### src/rtl/basic_gates_pkg.sv
// basic_gates_pkg: shared constants and types for the basic-gates lab block.
//   DEF_WIDTH  - default operand width (one switch bit per operand)
//   DEF_CNT_W  - default width of the input-change counter
//   gate_sel_e - gate selector shared by LED mappers and benches
package basic_gates_pkg;

  localparam int DEF_WIDTH = 1;
  localparam int DEF_CNT_W = 8;

  typedef enum logic [2:0] {
    G_AND  = 3'd0,
    G_OR   = 3'd1,
    G_XOR  = 3'd2,
    G_NAND = 3'd3,
    G_NOR  = 3'd4,
    G_XNOR = 3'd5
  } gate_sel_e;

endpackage

### src/rtl/basic_gates_if.sv
// basic_gates_if: switch operands in, registered gate results out.
//   SW0, SW1        - operands A and B (WIDTH bits each)
//   y_and .. y_xnor - registered bitwise gate results (WIDTH bits each)
//   y_valid         - outputs reflect a sampled input
//   chg_cnt         - saturating count of edges where the inputs changed
// The master modport drives the switches; the slave modport is the gate block.
interface basic_gates_if
  import basic_gates_pkg::*;
#(
  parameter int WIDTH = DEF_WIDTH,
  parameter int CNT_W = DEF_CNT_W
);

  logic [WIDTH-1:0] SW0;
  logic [WIDTH-1:0] SW1;
  logic [WIDTH-1:0] y_and;
  logic [WIDTH-1:0] y_or;
  logic [WIDTH-1:0] y_xor;
  logic [WIDTH-1:0] y_nand;
  logic [WIDTH-1:0] y_nor;
  logic [WIDTH-1:0] y_xnor;
  logic             y_valid;
  logic [CNT_W-1:0] chg_cnt;

  modport master (
    output SW0, SW1,
    input  y_and, y_or, y_xor, y_nand, y_nor, y_xnor, y_valid, chg_cnt
  );

  modport slave (
    input  SW0, SW1,
    output y_and, y_or, y_xor, y_nand, y_nor, y_xnor, y_valid, chg_cnt
  );

endinterface

### src/rtl/basic_gates_sync2.sv
// basic_gates_sync2: two-flop synchronizer for asynchronous switch inputs.
//   clk - system clock
//   rst - synchronous active-high reset, clears both flops
//   d   - asynchronous input (WIDTH bits)
//   q   - input retimed to clk, two cycles late
module basic_gates_sync2 #(
  parameter int WIDTH = 1
) (
  input  logic             clk,
  input  logic             rst,
  input  logic [WIDTH-1:0] d,
  output logic [WIDTH-1:0] q
);

  logic [WIDTH-1:0] meta;

  always_ff @(posedge clk) begin
    if (rst) begin
      meta <= '0;
      q    <= '0;
    end else begin
      meta <= d;
      q    <= meta;
    end
  end

endmodule

### src/rtl/basic_gates.sv
// basic_gates: registered AND/OR/XOR and complements of two switch operands,
// with an output-valid flag and a saturating input-change counter.
//   clk - system clock, rising edge
//   rst - synchronous active-high reset; clears outputs, counter and history
//   bus - basic_gates_if.slave: SW0/SW1 in, y_* / y_valid / chg_cnt out
// Build option: BASIC_GATES_SYNC_IN_EN inserts a two-flop synchronizer on
// each operand (latency 3 cycles instead of 1). Leave it undefined only when
// SW0/SW1 are already synchronous to clk.
module basic_gates
  import basic_gates_pkg::*;
#(
  parameter int WIDTH = DEF_WIDTH,
  parameter int CNT_W = DEF_CNT_W
) (
  input  logic         clk,
  input  logic         rst,
  basic_gates_if.slave bus
);

  function automatic logic [CNT_W-1:0] sat_inc(input logic [CNT_W-1:0] v);
    return (v == {CNT_W{1'b1}}) ? v : v + CNT_W'(1);
  endfunction

  logic [WIDTH-1:0]   a_p0;
  logic [WIDTH-1:0]   b_p0;
  logic               vld_p0;
  logic [2*WIDTH-1:0] cur_p0;

  logic [WIDTH-1:0]   and_p1;
  logic [WIDTH-1:0]   or_p1;
  logic [WIDTH-1:0]   xor_p1;
  logic [WIDTH-1:0]   nand_p1;
  logic [WIDTH-1:0]   nor_p1;
  logic [WIDTH-1:0]   xnor_p1;
  logic               vld_p1;
  logic [2*WIDTH-1:0] prev_p1;
  logic [CNT_W-1:0]   cnt_p1;

  // ---- stage p0: operand capture (optionally synchronized) ----
`ifdef BASIC_GATES_SYNC_IN_EN
  logic [1:0] vld_sync;

  basic_gates_sync2 #(.WIDTH(WIDTH)) u_sync_a (
    .clk (clk),
    .rst (rst),
    .d   (bus.SW0),
    .q   (a_p0)
  );

  basic_gates_sync2 #(.WIDTH(WIDTH)) u_sync_b (
    .clk (clk),
    .rst (rst),
    .d   (bus.SW1),
    .q   (b_p0)
  );

  // Valid walks through the synchronizer depth so y_valid only rises once
  // real switch data (not the reset zeros) reaches the gate stage.
  always_ff @(posedge clk) begin
    if (rst) vld_sync <= '0;
    else     vld_sync <= {vld_sync[0], 1'b1};
  end

  assign vld_p0 = vld_sync[1];
`else
  assign a_p0   = bus.SW0;
  assign b_p0   = bus.SW1;
  assign vld_p0 = 1'b1;
`endif

  assign cur_p0 = {a_p0, b_p0};

  // ---- stage p1: gate results, change history, counter ----
  // Complements are forced to 0 in reset as well so every LED is dark.
  always_ff @(posedge clk) begin
    if (rst) begin
      and_p1  <= '0;
      or_p1   <= '0;
      xor_p1  <= '0;
      nand_p1 <= '0;
      nor_p1  <= '0;
      xnor_p1 <= '0;
      vld_p1  <= 1'b0;
      prev_p1 <= '0;
      cnt_p1  <= '0;
    end else begin
      and_p1  <= a_p0 & b_p0;
      or_p1   <= a_p0 | b_p0;
      xor_p1  <= a_p0 ^ b_p0;
      nand_p1 <= ~(a_p0 & b_p0);
      nor_p1  <= ~(a_p0 | b_p0);
      xnor_p1 <= ~(a_p0 ^ b_p0);
      vld_p1  <= vld_p0;
      prev_p1 <= cur_p0;
      // One count per edge with any differing bit, not per changed bit.
      if (cur_p0 != prev_p1) cnt_p1 <= sat_inc(cnt_p1);
    end
  end

  assign bus.y_and   = and_p1;
  assign bus.y_or    = or_p1;
  assign bus.y_xor   = xor_p1;
  assign bus.y_nand  = nand_p1;
  assign bus.y_nor   = nor_p1;
  assign bus.y_xnor  = xnor_p1;
  assign bus.y_valid = vld_p1;
  assign bus.chg_cnt = cnt_p1;

endmodule

### src/flat_wrapper.sv
// flat-port wrapper written by rule: the top's interface ports become plain ports
module basic_gates_flat import basic_gates_pkg::*;
#(
  parameter int WIDTH = DEF_WIDTH,
  parameter int CNT_W = DEF_CNT_W
)
  (clk, rst, bus_SW0, bus_SW1, bus_y_and, bus_y_or, bus_y_xor, bus_y_nand, bus_y_nor, bus_y_xnor, bus_y_valid, bus_chg_cnt);
  basic_gates_if #(.WIDTH(WIDTH), .CNT_W(CNT_W)) bus_i ();
  input  logic clk;
  input  logic rst;
  input wire logic [$bits(bus_i.SW0)-1:0] bus_SW0;
  input wire logic [$bits(bus_i.SW1)-1:0] bus_SW1;
  output wire logic [$bits(bus_i.y_and)-1:0] bus_y_and;
  output wire logic [$bits(bus_i.y_or)-1:0] bus_y_or;
  output wire logic [$bits(bus_i.y_xor)-1:0] bus_y_xor;
  output wire logic [$bits(bus_i.y_nand)-1:0] bus_y_nand;
  output wire logic [$bits(bus_i.y_nor)-1:0] bus_y_nor;
  output wire logic [$bits(bus_i.y_xnor)-1:0] bus_y_xnor;
  output wire logic [$bits(bus_i.y_valid)-1:0] bus_y_valid;
  output wire logic [$bits(bus_i.chg_cnt)-1:0] bus_chg_cnt;
  assign bus_i.SW0 = bus_SW0;
  assign bus_i.SW1 = bus_SW1;
  assign bus_y_and = bus_i.y_and;
  assign bus_y_or = bus_i.y_or;
  assign bus_y_xor = bus_i.y_xor;
  assign bus_y_nand = bus_i.y_nand;
  assign bus_y_nor = bus_i.y_nor;
  assign bus_y_xnor = bus_i.y_xnor;
  assign bus_y_valid = bus_i.y_valid;
  assign bus_chg_cnt = bus_i.chg_cnt;
  basic_gates #(.WIDTH(WIDTH), .CNT_W(CNT_W)) u_core (.clk(clk), .rst(rst), .bus(bus_i));
endmodule
### config.mk
export PLATFORM = sky130hd
export DESIGN_NAME = basic_gates_flat
export DESIGN_NICKNAME = d
export VERILOG_FILES = /design/src/rtl/basic_gates_pkg.sv /design/src/rtl/basic_gates_if.sv /design/src/rtl/basic_gates_sync2.sv /design/src/rtl/basic_gates.sv /design/src/flat_wrapper.sv
export SDC_FILE = /design/constraint.sdc
export NUM_CORES = 1
export LEC_CHECK = 0
export CORE_MARGIN = 3
export CORE_UTILIZATION = 41
export CTS_CLUSTER_DIAMETER = 30
export CTS_CLUSTER_SIZE = 30
export DETAILED_ROUTE_END_ITERATION = 10
export PLACE_DENSITY = 0.76
export RECOVER_POWER = 50
export SLEW_MARGIN = 20
export SYNTH_ARGS = -nofsm -noshare
export SYNTH_HDL_FRONTEND = slang
export SYNTH_HIERARCHICAL = 1
export SYNTH_SLANG_ARGS = --single-unit
### constraint.sdc
create_clock -name clk -period 1.7 [get_ports clk]
set_clock_uncertainty 0.15 [all_clocks]
set_input_delay 0.17 -clock clk [delete_from_list [all_inputs] [get_ports clk]]
set_output_delay 0.17 -clock clk [all_outputs]
set_load 0.1 [all_outputs]
==> reports/metrics.yaml <==
finish:
  diodes: 0
  layout.nets: 101
  fin_util: 0.634
  drive_above_1_share: 0.366
  syn_to_final_growth_pct: 43.0
  fin_area_um2: 966
  nFillCells: 127
worst_setup_path:
  r2r-start: "u_core/bus.chg_cnt[0]$_SDFFE_PP0P_"
  required_ps: 1770
  cp_max_fo: 5
  reg2reg_depth: 5
  worst-setup-path-type: "flip-flop to flip-flop"
  crit_start: "u_core/bus.chg_cnt[0]$_SDFFE_PP0P_"
  crit_arrival_ps: 1660
  r2r_slack_ps: 120
  cp-end-kind: "flip-flop"
  r2r_end: "u_core/bus.chg_cnt[3]$_SDFFE_PP0P_"
  start_kind: "flip-flop"
yosys:
  syn-num-nets: 74
  netlist.area_leader.share: 0.504
  ys_warn_count: 6
  synthCells: 67
  synthTopCellsByArea: "dfxtp_1, ha_1, nor2_1, xor2_2, xor2_1"
  syn-cell-area_um2: 676
  yosys.area.top_type: "dfxtp_1"
  ys_seq_area_frac: 0.504
  synth_cell_types: 22
  ys_ff_latch: 17
  avgSynthCellArea_um2: 10.1
placement:
  dp_slack_ps: -49.8
  gp_congestion: 0.637
  numPortBuffers: 18
  dpl.hpwl_mm: 1.08
  dpl_cell_area_mm2: 0.00108
min_path:
  holdPathEnd: "u_core/bus.chg_cnt[6]$_SDFFE_PP0P_"
  hold_depth: 2
  min_path_type: "flip-flop to flip-flop"
  min_from: "u_core/bus.chg_cnt[6]$_SDFFE_PP0P_"
sta:
  slew_viol_final: 0
  period_needed_ps: 1580
  finalWorstSetupSlack_ps: 116
  relSlewSlack: 0.637
  hold_violations: 0
  setup_viol: 0
  rsz0062_at_grt: "no"
  fin_crit_sh: 0.932
  tns_ps: 0
  worst_pin_slew_ps: 547
  fmax_mhz: 631
  holdWs_ps: 354
clock_network:
  clockBufferDepth: 2
  cts_sinks: 17
  cts_root_buf: "clkbuf_4"
  cts_tree: "built"
  worstSkewPairLatency_ps: 290
  htree_num_levels: 1
  cts_setup_buffers: 0
  cts_resized: 0
  numCtsBuffers: 3
  clkTransAtPathRegs_ps: 100
  cts_hold_buf: 0
floorplanning:
  die_height_um: 46.6
  die_area_mm2: 0.00217
  die_w_um: 46.6
  ioPinCount: 19
  rows: 14
  start_util: 0.443
  core-area_mm2: 0.00152
global_route:
  grt_pass1_vias: 549
  track_usage: 0.152
  antenna_found_initial: 0
  grt_pass1_wl_mm: 2.33
  grt_overflow_total: 0
  grt_max_degree: 12
drt:
  drc: 0
  drt-vias-per-instance: 5.11
  ant_nets: 0
  initialDrtViolationCount: 8
  wl_per_cell_um: 13.0
  vias: 557
  firstDrtPassIters: 4
  wirelength_mm: 1.42
run:
  max_cap_violations: 0
power_and_ir_drop:
  p_per_area_mw_per_mm2: 969
  p_leak_nw: 0.420
  peakVddDrop_uv: 563
run_status:
  status: "finished, final reports clean"
cell usage in the layout (no fill, tap or decap), drive strengths merged:
master and count:
inv 5, o22ai 1, nand4 1, o21ai 2, a21oi 1, or3 1, ha 3, nor2 10
dfxtp 17, buf 10, a211oi 2, and4 1, o211ai 3, o2111ai 1, dlygate4sd3 2, and3 2
mux2i 2, clkinv 1, nor2b 3, xor2 5, o221ai 1, nand3 2, clkbuf 14, nor3 2
clkdlybuf4s50 1
report_power, final:
part | total, W | internal (W) | switching (W)
logic | 0.000273 | 0.0000733 | 0.000200
registers | 0.000447 | 0.000425 | 0.0000220
clock network | 0.000215 | 0.0000874 | 0.000128
worst max-delay path, stage by stage (launching register included):
cell     delay, ps
dfxtp_4        380
ha_1           230
nand3_1        140
o22ai_2        110
or3_1          360
a21oi_1        140
state kept, by name, summed over array words and instances (netlist names):
signal and count:
u_core/bus.chg_cnt 8, u_core/bus.y_and 1, u_core/bus.y_nand 1, u_core/bus.y_nor 1, u_core/bus.y_or 1, u_core/bus.y_valid 1, u_core/bus.y_xnor 1, u_core/bus.y_xor 1
u_core/prev_p1 2
area by class of cell:
type                       count  area, µm²  area share
sequential                    17        354       0.367
multi-input combinational     43        309       0.320
timing repair buffer          24        236       0.245
clock buffer                   3       22.5      0.0233
tap                           16       20.0      0.0207
inverter                       5       18.8      0.0194
clock inverter                 1       5.00     0.00518
per-stage QoR:
stage	cells	total power, W
global placement	105	0.000780
finish	109	0.000936
global route	109	0.000970
detailed placement	105	0.000787
CTS	109	0.00100
floorplan	67	0.000651
routing by layer:
metal | routed length, µm | GRT usage | part of all wire
met5 | 0 | 0 | 0
met2 | 749 | 0.250 | 0.53
met1 | 604 | 0.177 | 0.43
met3 | 54 | 0.0273 | 0.038
met4 | 12 | 0.102 | 0.0084
synth_stat cells:
cell and number:
nand4_1 1, mux2i_1 2, o211ai_1 3, and4_1 1, or3_1 1, xor2_2 2
dfxtp_1 17, a211oi_1 2, clkbuf_1 2, nor3_1 2, o22ai_2 1, nand3_1 2
xor2_1 3, ha_1 3, o21ai_0 2, and3_1 2, o2111ai_1 1, nor2_1 10
inv_1 5, nor2b_1 3, a21oi_1 1, o221ai_1 1
kinds of logic after synthesis:
| kind of cell | count (synthesis) | share of synthesized area |
|---|---|---|
| compound gates | 11 | 0.122 |
| fa+ha+maj | 3 | 0.0556 |
| flops | 17 | 0.504 |
| simple gates | 22 | 0.163 |
| buf+inv | 7 | 0.0389 |
| mux | 2 | 0.0296 |
| xor+xnor | 5 | 0.0870 |
how the worst max path moves through the flow:
stage                     cells after the start                                 end  slack, ps
after floorplan                               4  u_core/bus.chg_cnt[1]$_SDFFE_PP0P_         30
after global placement                        6  u_core/bus.chg_cnt[5]$_SDFFE_PP0P_        -30
after detailed placement                      5  u_core/bus.chg_cnt[3]$_SDFFE_PP0P_        -50
after CTS                                     5  u_core/bus.chg_cnt[3]$_SDFFE_PP0P_        110
after global routing                          6  u_core/bus.chg_cnt[1]$_SDFFE_PP0P_         30
final                                         5  u_core/bus.chg_cnt[3]$_SDFFE_PP0P_        120
Note: power is estimated with default switching activity, not from simulation.
